===== src/rtl/vga_pkg.sv =====
// rtl/vga_pkg.sv - shared constants, command and FSM encodings for the rectangle controller
package vga_pkg;

  localparam int H_ACTIVE_DEF = 320;
  localparam int V_ACTIVE_DEF = 480;

  typedef enum logic [1:0] {
    OP_SET_POS  = 2'd0,
    OP_SET_SIZE = 2'd1,
    OP_SET_VEL  = 2'd2,
    OP_RUN      = 2'd3
  } cmd_op_e;

  typedef enum logic [2:0] {
    ST_IDLE   = 3'd0,
    ST_APPLY  = 3'd1,
    ST_STEP_X = 3'd2,
    ST_STEP_Y = 3'd3,
    ST_COMMIT = 3'd4
  } state_e;

  // Clamp a requested size into [1, lim]
  function automatic logic signed [15:0] clamp_size(input logic signed [15:0] v,
                                                    input logic signed [15:0] lim);
    if (v < 16'sd1) return 16'sd1;
    if (v > lim) return lim;
    return v;
  endfunction

endpackage


===== src/rtl/axis_bounce.sv =====
// rtl/axis_bounce.sv - one-axis position step with bounce off the 0 and limit edges
module axis_bounce (
  input  logic signed [15:0] pos,
  input  logic signed [15:0] vel,
  input  logic signed [15:0] size,
  input  logic signed [15:0] limit,
  output logic signed [15:0] new_pos,
  output logic signed [15:0] new_vel
);

  logic signed [16:0] nx;
  logic signed [17:0] far_edge;
  logic signed [15:0] mag;

  // Step by vel; on crossing an edge pin to that edge and point velocity back inward
  always_comb begin
    nx       = $signed({pos[15], pos}) + $signed({vel[15], vel});
    far_edge = $signed({nx[16], nx}) + $signed({{2{size[15]}}, size});
    mag      = vel[15] ? -vel : vel;
    new_pos  = nx[15:0];
    new_vel  = vel;
    if (nx < 17'sd0) begin
      new_pos = 16'sd0;
      new_vel = mag;
    end else if (far_edge > $signed({{2{limit[15]}}, limit})) begin
      new_pos = limit - size;
      new_vel = -mag;
    end
  end

endmodule


===== src/rtl/rect_motion_ctrl.sv =====
// rtl/rect_motion_ctrl.sv - per-frame rectangle position/size/velocity controller with tear-free bounds
module rect_motion_ctrl
  import vga_pkg::*;
#(
  parameter int H_ACTIVE = H_ACTIVE_DEF,
  parameter int V_ACTIVE = V_ACTIVE_DEF,
  parameter int DEF_W    = 32,
  parameter int DEF_H    = 32
) (
  input  logic        clk,
  input  logic        reset,
  input  logic        vsync,
  input  logic        cmd_valid,
  output logic        cmd_ready,
  input  logic [1:0]  cmd_op,
  input  logic [15:0] cmd_a,
  input  logic [15:0] cmd_b,
  output logic [15:0] x0,
  output logic [15:0] x1,
  output logic [15:0] y0,
  output logic [15:0] y1,
  output logic        running,
  output logic [15:0] frame_count
);

  localparam logic signed [15:0] H_LIM = 16'(H_ACTIVE);
  localparam logic signed [15:0] V_LIM = 16'(V_ACTIVE);
  localparam logic signed [15:0] W_RST = 16'(DEF_W);
  localparam logic signed [15:0] H_RST = 16'(DEF_H);

  state_e state_q, state_d;
  logic   vs_q;
  logic   running_q, running_d, skip_q, skip_d, sh_run_q, sh_run_d;
  logic [3:0]  pend_q, pend_d;
  logic [15:0] fc_q, fc_d;
  logic signed [15:0] x_q, x_d, y_q, y_d, w_q, w_d, h_q, h_d, vx_q, vx_d, vy_q, vy_d;
  logic signed [15:0] sh_px_q, sh_px_d, sh_py_q, sh_py_d, sh_w_q, sh_w_d, sh_h_q, sh_h_d;
  logic signed [15:0] sh_vx_q, sh_vx_d, sh_vy_q, sh_vy_d;
  logic signed [15:0] x0_q, x0_d, x1_q, x1_d, y0_q, y0_d, y1_q, y1_d;
  logic signed [15:0] bx_pos, bx_vel, by_pos, by_vel;
  logic frame_tick, cmd_fire;

  assign frame_tick  = vs_q & ~vsync;
  assign cmd_ready   = (state_q == ST_IDLE) && !frame_tick;
  assign cmd_fire    = cmd_valid && cmd_ready;
  assign x0          = x0_q;
  assign x1          = x1_q;
  assign y0          = y0_q;
  assign y1          = y1_q;
  assign running     = running_q;
  assign frame_count = fc_q;

  axis_bounce u_bounce_x (.pos(x_q), .vel(vx_q), .size(w_q), .limit(H_LIM),
                          .new_pos(bx_pos), .new_vel(bx_vel));
  axis_bounce u_bounce_y (.pos(y_q), .vel(vy_q), .size(h_q), .limit(V_LIM),
                          .new_pos(by_pos), .new_vel(by_vel));

  // Frame sequencer: shadow commands while idle, then apply, step each axis, commit bounds
  always_comb begin
    state_d = state_q;   running_d = running_q; skip_d = skip_q;   sh_run_d = sh_run_q;
    pend_d  = pend_q;    fc_d = fc_q;
    x_d  = x_q;  y_d  = y_q;  w_d  = w_q;  h_d  = h_q;  vx_d = vx_q; vy_d = vy_q;
    sh_px_d = sh_px_q; sh_py_d = sh_py_q; sh_w_d = sh_w_q; sh_h_d = sh_h_q;
    sh_vx_d = sh_vx_q; sh_vy_d = sh_vy_q;
    x0_d = x0_q; x1_d = x1_q; y0_d = y0_q; y1_d = y1_q;
    case (state_q)
      ST_IDLE: begin
        if (frame_tick) state_d = ST_APPLY;
        if (cmd_fire) begin
          pend_d[cmd_op] = 1'b1;
          case (cmd_op_e'(cmd_op))
            OP_SET_POS:  begin sh_px_d = cmd_a; sh_py_d = cmd_b; end
            OP_SET_SIZE: begin sh_w_d  = cmd_a; sh_h_d  = cmd_b; end
            OP_SET_VEL:  begin sh_vx_d = cmd_a; sh_vy_d = cmd_b; end
            default:     sh_run_d = cmd_a[0];
          endcase
        end
      end
      ST_APPLY: begin
        if (pend_q[OP_SET_SIZE]) begin
          w_d = clamp_size(sh_w_q, H_LIM);
          h_d = clamp_size(sh_h_q, V_LIM);
        end
        if (pend_q[OP_SET_VEL]) begin
          vx_d = sh_vx_q;
          vy_d = sh_vy_q;
        end
        if (pend_q[OP_RUN]) running_d = sh_run_q;
        // A freshly placed rectangle is shown where the host put it, not one step on
        if (pend_q[OP_SET_POS]) begin
          x_d    = sh_px_q;
          y_d    = sh_py_q;
          skip_d = 1'b1;
        end
        pend_d  = 4'b0;
        state_d = ST_STEP_X;
      end
      ST_STEP_X: begin
        if (running_q && !skip_q) begin
          x_d  = bx_pos;
          vx_d = bx_vel;
        end
        state_d = ST_STEP_Y;
      end
      ST_STEP_Y: begin
        if (running_q && !skip_q) begin
          y_d  = by_pos;
          vy_d = by_vel;
        end
        state_d = ST_COMMIT;
      end
      ST_COMMIT: begin
        x0_d    = x_q;
        x1_d    = x_q + w_q;
        y0_d    = y_q;
        y1_d    = y_q + h_q;
        fc_d    = fc_q + 16'd1;
        skip_d  = 1'b0;
        state_d = ST_IDLE;
      end
      default: state_d = ST_IDLE;
    endcase
  end

  // State, shadow and output registers with synchronous reset
  always_ff @(posedge clk) begin
    if (reset) begin
      state_q <= ST_IDLE; vs_q <= 1'b0; running_q <= 1'b0; skip_q <= 1'b0; sh_run_q <= 1'b0;
      pend_q  <= 4'b0;    fc_q <= 16'd0;
      x_q  <= '0; y_q  <= '0; w_q <= W_RST; h_q <= H_RST; vx_q <= '0; vy_q <= '0;
      sh_px_q <= '0; sh_py_q <= '0; sh_w_q <= '0; sh_h_q <= '0; sh_vx_q <= '0; sh_vy_q <= '0;
      x0_q <= '0; x1_q <= W_RST; y0_q <= '0; y1_q <= H_RST;
    end else begin
      state_q <= state_d; vs_q <= vsync; running_q <= running_d; skip_q <= skip_d;
      sh_run_q <= sh_run_d; pend_q <= pend_d; fc_q <= fc_d;
      x_q  <= x_d;  y_q  <= y_d;  w_q <= w_d; h_q <= h_d; vx_q <= vx_d; vy_q <= vy_d;
      sh_px_q <= sh_px_d; sh_py_q <= sh_py_d; sh_w_q <= sh_w_d; sh_h_q <= sh_h_d;
      sh_vx_q <= sh_vx_d; sh_vy_q <= sh_vy_d;
      x0_q <= x0_d; x1_q <= x1_d; y0_q <= y0_d; y1_q <= y1_d;
    end
  end

endmodule


===== config.mk =====
export PLATFORM = sky130hd
export DESIGN_NAME = rect_motion_ctrl
export DESIGN_NICKNAME = d
export VERILOG_FILES = /design/src/rtl/vga_pkg.sv /design/src/rtl/axis_bounce.sv /design/src/rtl/rect_motion_ctrl.sv
export SDC_FILE = /design/constraint.sdc
export NUM_CORES = 1
export LEC_CHECK = 0
export CAP_MARGIN = 10
export CELL_PAD_IN_SITES_DETAIL_PLACEMENT = 1
export CELL_PAD_IN_SITES_GLOBAL_PLACEMENT = 2
export CORE_MARGIN = 1.5
export CORE_UTILIZATION = 32
export CTS_BUF_LIST = sky130_fd_sc_hd__clkbuf_16
export DETAILED_ROUTE_END_ITERATION = 16
export GPL_TIMING_DRIVEN = 1
export PLACE_DENSITY = 0.88
export SLEW_MARGIN = 20
export SYNTH_ARGS = -nofsm -noshare
export SYNTH_HDL_FRONTEND = slang
export SYNTH_SLANG_ARGS = --single-unit

===== constraint.sdc =====
create_clock -name clk -period 4.7 [get_ports clk]
set_input_delay 0.47 -clock clk [delete_from_list [all_inputs] [get_ports clk]]
set_output_delay 0.47 -clock clk [all_outputs]
set_load 0.05 [all_outputs]

# ---- Word-level counts from Yosys, hierarchy flattened
# Index checks and enable logic that the tools add are counted.
dict set report totals {
  word_cells 141
  romBits 0
  latchBits 0
  out_inout_bits 82
  memories 0
  inputBits 38
  ff_bits 283
  ram_bits 0
}
dict set report classes {
  muxes 52
  n_div 0
  shift 0
  n_reduce_logical 25
  multipliers 0
  addsub 13
  bitwise_logic 4
  n_lt_le_gt_ge 10
  eq_ne 14
}
# op n
set ops {}
lappend ops {{2-to-1 mux 16 bit} 26}
lappend ops {{one-hot mux 16 bit (2 select lines)} 4}
lappend ops {{negation 16 bit} 4}
lappend ops {{adder 17 x 16 -> 18 bit} 2}
lappend ops {{greater-than comparator 18 x 10 -> 1 bit (second input constant)} 2}
lappend ops {{adder 16 x 16 -> 17 bit} 2}
lappend ops {{less-than comparator 17 x 1 -> 1 bit (second input constant)} 2}
lappend ops {{adder 16 bit} 2}
lappend ops {{greater-than comparator 16 x 10 -> 1 bit (second input constant)} 2}
lappend ops {{less-than comparator 16 x 2 -> 1 bit (second input constant)} 2}
lappend ops {{subtractor 10 x 16 -> 16 bit (first input constant)} 2}
lappend ops {{AND reduction 3 bit} 6}
lappend ops {{adder 16 x 1 -> 16 bit (second input constant)} 1}
lappend ops {{2-to-1 mux 1 bit} 16}
lappend ops {{inequality test 2 bit (second input constant)} 6}
lappend ops {{one-hot mux 3 bit (4 select lines)} 1}
lappend ops {{one-hot mux 4 bit (2 select lines)} 1}
lappend ops {{AND reduction 2 bit} 4}
lappend ops {{AND reduction 4 bit} 2}
lappend ops {{nonzero test 2 bit} 4}
lappend ops {{== test 3 x 2 -> 1 bit (second input constant)} 2}
lappend ops {{inequality test 3 x 1 -> 1 bit (second input constant)} 2}
lappend ops {{logical AND 1 bit} 4}
lappend ops {{2-to-1 mux 4 bit} 1}
lappend ops {{16 further kinds} 18}

# ---- Logic depth before layout (Yosys ltp)
dict set report logic_depth {
  depth_word 9
  ltp_mapped 23
  mapped_depth_nobuf 20
}

# ---- Cells and area by module
# From an unflattened synthesis, not the netlist that was laid out.
dict set report hier_totals {
  cells_unflattened 2542
  area_unflattened_um2 19810.2
}
# module area_each_um2 instances seq_area_each_um2 cells_per_inst
set by_module_without_submodules {}
lappend by_module_without_submodules {rect_motion_ctrl 11999.0 1 5665.4 1402}
lappend by_module_without_submodules {{axis_bounce (u_bounce_y)} 3922.5 1 0.0 582}
lappend by_module_without_submodules {{axis_bounce (u_bounce_x)} 3888.7 1 0.0 558}

# ---- Worst setup path after synthesis
# Ideal clock, no wire load.
dict set report synth_timing {
  kind {reg2reg}
  startpoint {reg vy_q[0]}
  endpoint {reg y_q[15]}
  stages_incl_launch_ff 22
  path_buffers 2
  synth_period_minus_slack_ps 4723
  setup_ps 88
  arrival_time_ps 4635
  required_ps 4612
  path_slack_ps -23
  cell_sequence {dfxtp_1 > ha_1 > inv_1 > fa_1 > nand2b_1 > a21oi_1 > o211a_1 > o21ai_0 > nand2b_1 > a21oi_1 > xnor2_1 > ha_1 > buf_2 > o21a_1 > a21o_1 > a221o_1 > a311oi_2 > mux2_4 > and2_4 > buf_6 > or3_1 > a311oi_2}
}
dict set report synth_via {
  elab_chain_len 7
  word_cells_on_any_way 8
  classes_between {2 x add/sub; 2 x order compare; 4 x mux}
}
# item line_no
set synth_rtl {}
lappend synth_rtl {{start, declared} rect_motion_ctrl.sv:36} ;# logic signed [15:0] x_q, x_d, y_q, y_d, w_q, w_d, h_q, h_d, vx_q, vx_d, vy_q, vy_d;
lappend synth_rtl {{start signal, assigned} rect_motion_ctrl.sv:130} ;# x_q <= '0; y_q <= '0; w_q <= W_RST; h_q <= H_RST; vx_q <= '0; vy_q <= '0;
lappend synth_rtl {{start signal, assigned} rect_motion_ctrl.sv:136} ;# x_q <= x_d; y_q <= y_d; w_q <= w_d; h_q <= h_d; vx_q <= vx_d; vy_q <= vy_d;
lappend synth_rtl {{adder 16 x 16 -> 17 bit (*)} axis_bounce.sv:17} ;# nx = $signed({pos[15], pos}) + $signed({vel[15], vel});
lappend synth_rtl {{adder 17 x 16 -> 18 bit} axis_bounce.sv:18} ;# far_edge = $signed({nx[16], nx}) + $signed({{2{size[15]}}, size});
lappend synth_rtl {{greater-than comparator 18 x 10 -> 1 bit} axis_bounce.sv:25} ;# end else if (far_edge > $signed({{2{limit[15]}}, limit})) begin
lappend synth_rtl {{2-to-1 mux 16 bit} axis_bounce.sv:25}
lappend synth_rtl {{2-to-1 mux 16 bit (*)} axis_bounce.sv:22} ;# if (nx < 17'sd0) begin
lappend synth_rtl {{2-to-1 mux 16 bit (*)} rect_motion_ctrl.sv:106} ;# if (running_q && !skip_q) begin
lappend synth_rtl {{one-hot mux 16 bit (2 select lines) (*)} rect_motion_ctrl.sv:66} ;# case (state_q)
lappend synth_rtl {{end signal, assigned} rect_motion_ctrl.sv:130}
lappend synth_rtl {{end signal, assigned} rect_motion_ctrl.sv:136}
lappend synth_rtl {{end, declared} rect_motion_ctrl.sv:36}
# Mark *: on every way between the ends. The rest lies on a longest branch, timed or not. The select of a mux whose other input is x is not followed.
# A chain may end at the register's enable or synchronous reset.

# ---- Worst setup path in the final report
dict set report layout_timing {
  startpoint {reg x_q[0]}
  endpoint {reg x_q[0]}
}
dict set report layout_via {
  elab_chain_len 7
  word_cells_on_any_way 8
  classes_between {2 x add/sub; 2 x order compare; 4 x mux}
}
# item line_no
set layout_rtl {}
lappend layout_rtl {{start, declared} rect_motion_ctrl.sv:36}
lappend layout_rtl {{start signal, assigned} rect_motion_ctrl.sv:130}
lappend layout_rtl {{start signal, assigned} rect_motion_ctrl.sv:136}
lappend layout_rtl {{adder 16 x 16 -> 17 bit (*)} axis_bounce.sv:17}
lappend layout_rtl {{adder 17 x 16 -> 18 bit} axis_bounce.sv:18}
lappend layout_rtl {{greater-than comparator 18 x 10 -> 1 bit} axis_bounce.sv:25}
lappend layout_rtl {{2-to-1 mux 16 bit} axis_bounce.sv:25}
lappend layout_rtl {{2-to-1 mux 16 bit (*)} axis_bounce.sv:22}
lappend layout_rtl {{2-to-1 mux 16 bit (*)} rect_motion_ctrl.sv:99} ;# if (running_q && !skip_q) begin
lappend layout_rtl {{one-hot mux 16 bit (2 select lines) (*)} rect_motion_ctrl.sv:66}
# Marked as above.

==> out/metrics.cfg <==
[run_status]
status=completed

[synthesis]
synth_edf_count=0
yosysUniqueCellTypes=94
seq_area_frac_synth_pct=32.1
synth_top_family_by_area=compound AO/OA/AOI/OAI gates
synth-xor-area-share_pct=6.85
yosys.area_share.adder_pct=7.91
syn-num-nets=2443
syn-mean-instance-area_sq_um=7.69
synthMuxAreaShare_pct=1.76
synthCells=2297
async_flop_share_pct=0
synth_compound_area_share_pct=24.4
ys_ff_latch=283
yosys_warnings=0
ys.flop_type=dfxtp_1
yosys.area_share.simple_pct=22.6
syn_area_sq_mm=0.0177

[pwr]
finalPower_mw=6.23
leakage_nw=8.69
powerDensity_mw_per_mm2=275
max-vdd-ir-drop_v=0.000199

[layout]
final_util_pct=41.9
drive_above_1_share_pct=16.1
syn2layout_area_growth_pct=28.4
fillCellCount=6498
fin_nets=2673
final_cells=3251
final_area_sq_mm=0.0227

[clock_tree]
cts_tree=built
clkLatencyLatePin_ns=0.57
clockBufferDepth=3
root_buffer=clkbuf_16
cts_inserted_buffers=36
clkTransAtPathRegs_ns=0.06
cts_max_level=2
cts.sinks=283

[place]
port_buffers=119
pre_cts_ws_ns=-0.358
hpwlAfterDp_microns=50100
place_area_sq_mm=0.0204
dp.cells=3145
globalplace.congestion=0.925

[sta]
worstMarginPinSlew_ns=0.923
max_slew_margin_pct=38.3
maxSlewViolCount=0
rsz0062_at_grt=true
fin_ws_ns=0.0407
fmax_ghz=0.215
fin_crit_ns=4.66
setup_viol=0
hold_ws_ns=0.440
hold_viol_final=0
fin_setup_tns_ns=0
post-route-period-util_pct=99.1
clock_skew_ns=0.0212

[die]
die_x_microns=238
die-area_sq_mm=0.0566
std_cell_rows=85
coreArea_sq_mm=0.0541
die_height_microns=238
pin_count=120
start_util_pct=32.6

[worst_setup_path]
cp_cell_sequence=ha_4 > inv_1 > fa_2 > nor2b_2 > o31a_1 > buf_4 > o21a_1 > nor2_2 > xnor2_2 > ha_1 > or4_4 > o211ai_1 > a31o_2 > a21oi_1 > xnor2_1 > nand4b_1 > buf_4 > o31ai_4 > buf_6 > clkbuf_16 > mux2i_1 > o22ai_1
worst-setup-path-type=flip-flop to flip-flop
arrival_ns=5.07
r2r_start=x_q[0]
worstSetupStartpoint=x_q[0]
cp-start-kind=flip-flop
cp_slowest_cell=or4_4
cp_data_required_time_ns=5.11
cp_max_fo=6
crit_top_cell=buf_4
end_kind=flip-flop
cpPeakStageDelay_ns=0.51

[global_route]
met1_usage_pct=31.7
gr-total-overflow=0
busiest_layer=met2
use_met3_pct=3.42
grt_max_degree=102
grt_first_pass_wirelength_microns=105000
grt_use_total_pct=23.3
grt_pass1_vias=18400
antenna_found_initial=0
met2_usage_pct=37.9

[detailed_routing]
vias=18200
dr.pass1.iters=5
via_per_inst=5.60
drc=0
ant_nets=0
drt_iter0_drc=1187
wl_per_cell_microns=21.1
drt-total-wl_microns=68700

[hold_path]
hp-start=reset
min_path_type=input port to flip-flop

[run]
max_cap_violations=0

==> cell type report <==
cell class / count / area [sq um] / share of cell area [%]
antenna: 1 / 2.50 / 0.0110
clock buffer: 36 / 901 / 3.98
timing repair buffer: 318 / 2820 / 12.4
clock inverter: 29 / 238 / 1.05
sequential: 283 / 5670 / 25.0
tap: 696 / 871 / 3.84
inverter: 64 / 240 / 1.06
multi-input combinational: 1824 / 11900 / 52.6
==> placed cells by master (no fill, tap or decap), drive strengths merged, types with 14 or more instances in the layout <==
cell	instances
o21a	25
nor3	66
clkdlybuf4s50	118
or3	24
a31oi	26
o21ai	95
nand2b	18
o211ai	16
a21o	18
a311oi	15
clkbuf	39
o21bai	14
o22ai	15
nor4	16
and2	30
xor2	50
inv	72
nor2	154
nor2b	18
a211oi	42
nand3	38
nand2	428
buf	197
ha	102
and3	24
dfxtp	283
xnor2	88
clkinv	15
o31ai	26
a21oi	279
mux2i	25
nand4	15
==> worst max-delay path, delay by kind of cell (launching register included) <==
kind                       cells  cell delay (ns)
AOI/OAI and AO/OA              7             1.04
buffers and inverters          5             0.74
adders and majority gates      3             0.84
DFF                            1             0.36
xor gates and xnor gates       2             0.34
muxes                          1             0.20
and+or+nand+nor                4             0.97
==> sequential cells by signal, indices dropped and copies added, names as in the netlist, 4 cells and up <==
name	cells
frame_count	16
h_q	16
sh_h_q	16
sh_px_q	16
sh_py_q	16
sh_vx_q	16
sh_vy_q	16
sh_w_q	16
vx_q	16
vy_q	16
w_q	16
x0	16
x1	16
x_q	16
y0	16
y1	16
y_q	16
pend_q	4
==> kinds of logic after synthesis <==
logic type / Yosys count
DFF: 283
xor gates and xnor gates: 138
muxes: 30
adders and majority gates: 108
AOI/OAI and AO/OA: 673
and+or+nand+nor: 875
buffers and inverters: 190
==> where the power goes <==
part / switching [mW] / total (mW) / internal [mW]
logic: 0.626 / 1.01 / 0.381
clock network: 1.18 / 2.70 / 1.53
registers: 0.0582 / 2.52 / 2.46
==> synth_stat cells, types with 39 or more instances <==
cell / n / area (sq um)
nand2_1: 428 / 1610
dfxtp_1: 283 / 5670
a21oi_1: 279 / 1400
nor2_1: 154 / 578
ha_1: 102 / 1280
clkbuf_1: 99 / 372
xnor2_1: 88 / 771
o21ai_0: 85 / 425
nor3_1: 65 / 325
inv_1: 64 / 240
xor2_1: 50 / 438
a211oi_1: 39 / 293
==> worst paths after layout <==
check | endpoint | slack, ns | cells past startpoint
setup / recovery | x_q[0] | 0.04 | 22
hold / removal | x1[4] | 0.44 | 2
setup reg to reg | x_q[0] | 0.04 | 22
hold reg to reg | x1[3] | 0.46 | 2
==> routing by layer <==
metal	vias up	part of all wire, %
li1	8646	-
met1	8995	47
met2	476	45
met3	101	5.3
met4	0	2.4
met5	-	0
==> repair_timing <==
| item | 4_1_cts | 5_1_grt |
|---|---|---|
| hold buffers | 0 | 0 |
| gates resized for setup | 37 | 126 |
| cloned | 0 | 3 |
| pin swaps | 28 | 67 |
| setup endpoints to repair | 62 | 62 |
| buffers inserted | 20 | 19 |
Note: power is estimated with default switching activity, not from simulation.
==> edit (config.mk and constraints unchanged) <==
Register the output `frame_count` once more, without a reset; this adds one clock of latency there. The other outputs are not delayed to match.
--- a/src/rtl/rect_motion_ctrl.sv
+++ b/src/rtl/rect_motion_ctrl.sv
@@ -50,3 +50,5 @@
   assign running     = running_q;
-  assign frame_count = fc_q;
+  always_ff @(posedge clk) begin
+    frame_count <= fc_q;
+  end
 
Check against the original RTL: not equivalent (a bounded check fails within 10 cycles, from zero or initial values and one cycle with reset high).
==> edit against the original RTL <==
The run now ends with setup timing left; sequential cell count up 16; global-route usage about the same; utilization grew 0.80 points; total power is 2.4% higher; design area grew 4.1%; worst setup slack lost 170 ps; fmax decreased by 3.5%; worst hold slack worse by 72 ps; area after synthesis rose by 1.8%; routed wire length grew 1.6%.
==> edit: results (changes against the original RTL) <==
yosys:
  syn_nets: 2414  # -1.2%
  yosysSeqAreaShare: 0.333  # +0.0121
  synth-compound-area-share: 0.236  # -0.00730
  synth_adder_area_share: 0.0784  # -0.000702
  synthMuxAreaShare: 0.0195  # +0.00192
  ys_types: 92  # -2.1%
  synthXorXnorAreaFrac: 0.0706  # +0.00213
  synth_top_cells_by_count: "nand2_1 (422), dfxtp_1 (299), a21oi_1 (251), nor2_1 (134), ha_1 (103)"
  synth_area_leaders: "dfxtp_1 (33%), nand2_1 (8.8%), ha_1 (7.2%)"
setup_path:
  cp_max_fo: 7  # +1
  critical-path-max-stage-delay_ps: 610  # +100 ps
  r2r_start: "x_q[0]$_SDFFE_PP0P_"
  crit_path_start_kind: "flop"
  crit_path_top_delay_cell: "or4_4"
  cp.arrival_ps: 5260  # +190 ps
drt:
  drt_iter0_drc: 1100  # -7.3%
  wirelength_mm: 69.8  # +1.6%
  met2_length_mm: 31.3  # +0.11%
  route.met3.wl_mm: 3.92  # +7.7%
  vias_per_cell: 5.52  # -1.5%
  wl_met1_mm: 32.5  # +1.1%
power:
  leakage_uw: 0.00936  # +7.7%
  peakVddDrop_v: 0.000192  # -3.5%
clocking:
  cts.clk_slew.worst_paths_ps: 60  # about the same
  htreeDepth: 2  # unchanged
  postCtsSetupBuffers: 13  # -35%
  clk_latency_ps: 570  # about the same
  cts_buffers: 37  # +2.8%
  post_cts_resized: 69  # +86%
place:
  gp_congestion: 0.896  # -3.1%
  dp_hpwl_mm: 51.1  # +2.0%
sta:
  worst_slew_pin_slew_ps: 1180  # +256 ps
  timing.final.ws_setup_ps: -129  # -169 ps
  fin_skew_ps: 30.2  # +8.95 ps
  setup_viol: 26  # +26
layout:
  layout-drive-gt1-share: 0.195  # +0.0341
  nets: 2673  # unchanged
  fillers: 6553  # +0.85%
  antenna_cells: 0  # -1
grt:
  use_met2: 0.370  # -0.00982
  antenna_found_initial: 1  # +1
  grt_pass1_vias: 18600  # +1.1%
  grtUsageMet1: 0.316  # -0.000815
  grt_first_pass_wirelength_mm: 105  # +0.35%
  grt_max_degree: 90  # -12%
  met3_usage: 0.0463  # +0.0120
  grt.total_usage: 0.233  # +0.000407
status:
  violations: "setup timing"
  outcome: "complete, but fails checks"
min_path:
  min_from: "fc_q[15]$_SDFFE_PP0P_"
  hp-class: "flop to flop"
==> edit: cell count changes in the layout (fill, tap and decap cells not counted), moves of 13 or more <==
| cell | before | now |
|---|---|---|
| a21oi_1 | 268 | 224 |
| buf_4 | 181 | 203 |
| dfxtp_1 | 276 | 290 |
| o41ai_1 | 3 | 19 |
| o22ai_1 | 15 | 0 |
| nor3_1 | 53 | 37 |
| a211oi_1 | 33 | 15 |
| mux2i_1 | 25 | 11 |
| nand3_1 | 38 | 62 |
| a21oi_2 | 9 | 22 |
| nor2_1 | 148 | 126 |
==> edit: final cells by class <==
type / count / share of cell area
Clock buffer: 37 / 0.0392
Clock inverter: 29 / 0.00986
Inverter: 52 / 0.00827
Multi-Input combinational cell: 1789 / 0.518
Sequential cell: 299 / 0.254
Tap cell: 748 / 0.0397
Timing Repair Buffer: 347 / 0.131
==> edit: path summary, 6_finish.rpt <==
kind                            depth (start not counted)  slack, ps                 endpoint
worst max register to register                         21       -130     vx_q[1]$_SDFFE_PP0P_
worst min register to register                          0        370  frame_count[15]$_DFF_P_
worst min-delay path                                    0        370  frame_count[15]$_DFF_P_
worst max-delay path                                   21       -130     vx_q[1]$_SDFFE_PP0P_
==> edit: report_power, final <==
| group | switching (uW) | internal [uW] | total [uW] | leakage, uW |
|---|---|---|---|---|
| combinational | 588 | 365 | 953 | 0.00634 |
| sequential | 66.6 | 2600 | 2660 | 0.00242 |
| clock | 1210 | 1560 | 2770 | 0.000598 |
==> edit: metrics by stage <==
stage	setup WS, ps	cell area [sq um]	cells	TNS, ps
final	-129	23600	3301	-1280
after global routing	-350	23600	3301	-9720
after CTS	3.00	22600	3281	0
after detailed placement	-362	21000	3201	-12390
after global placement	-275	21000	3201	-7190
after floorplan	3.20	18000	2267	0
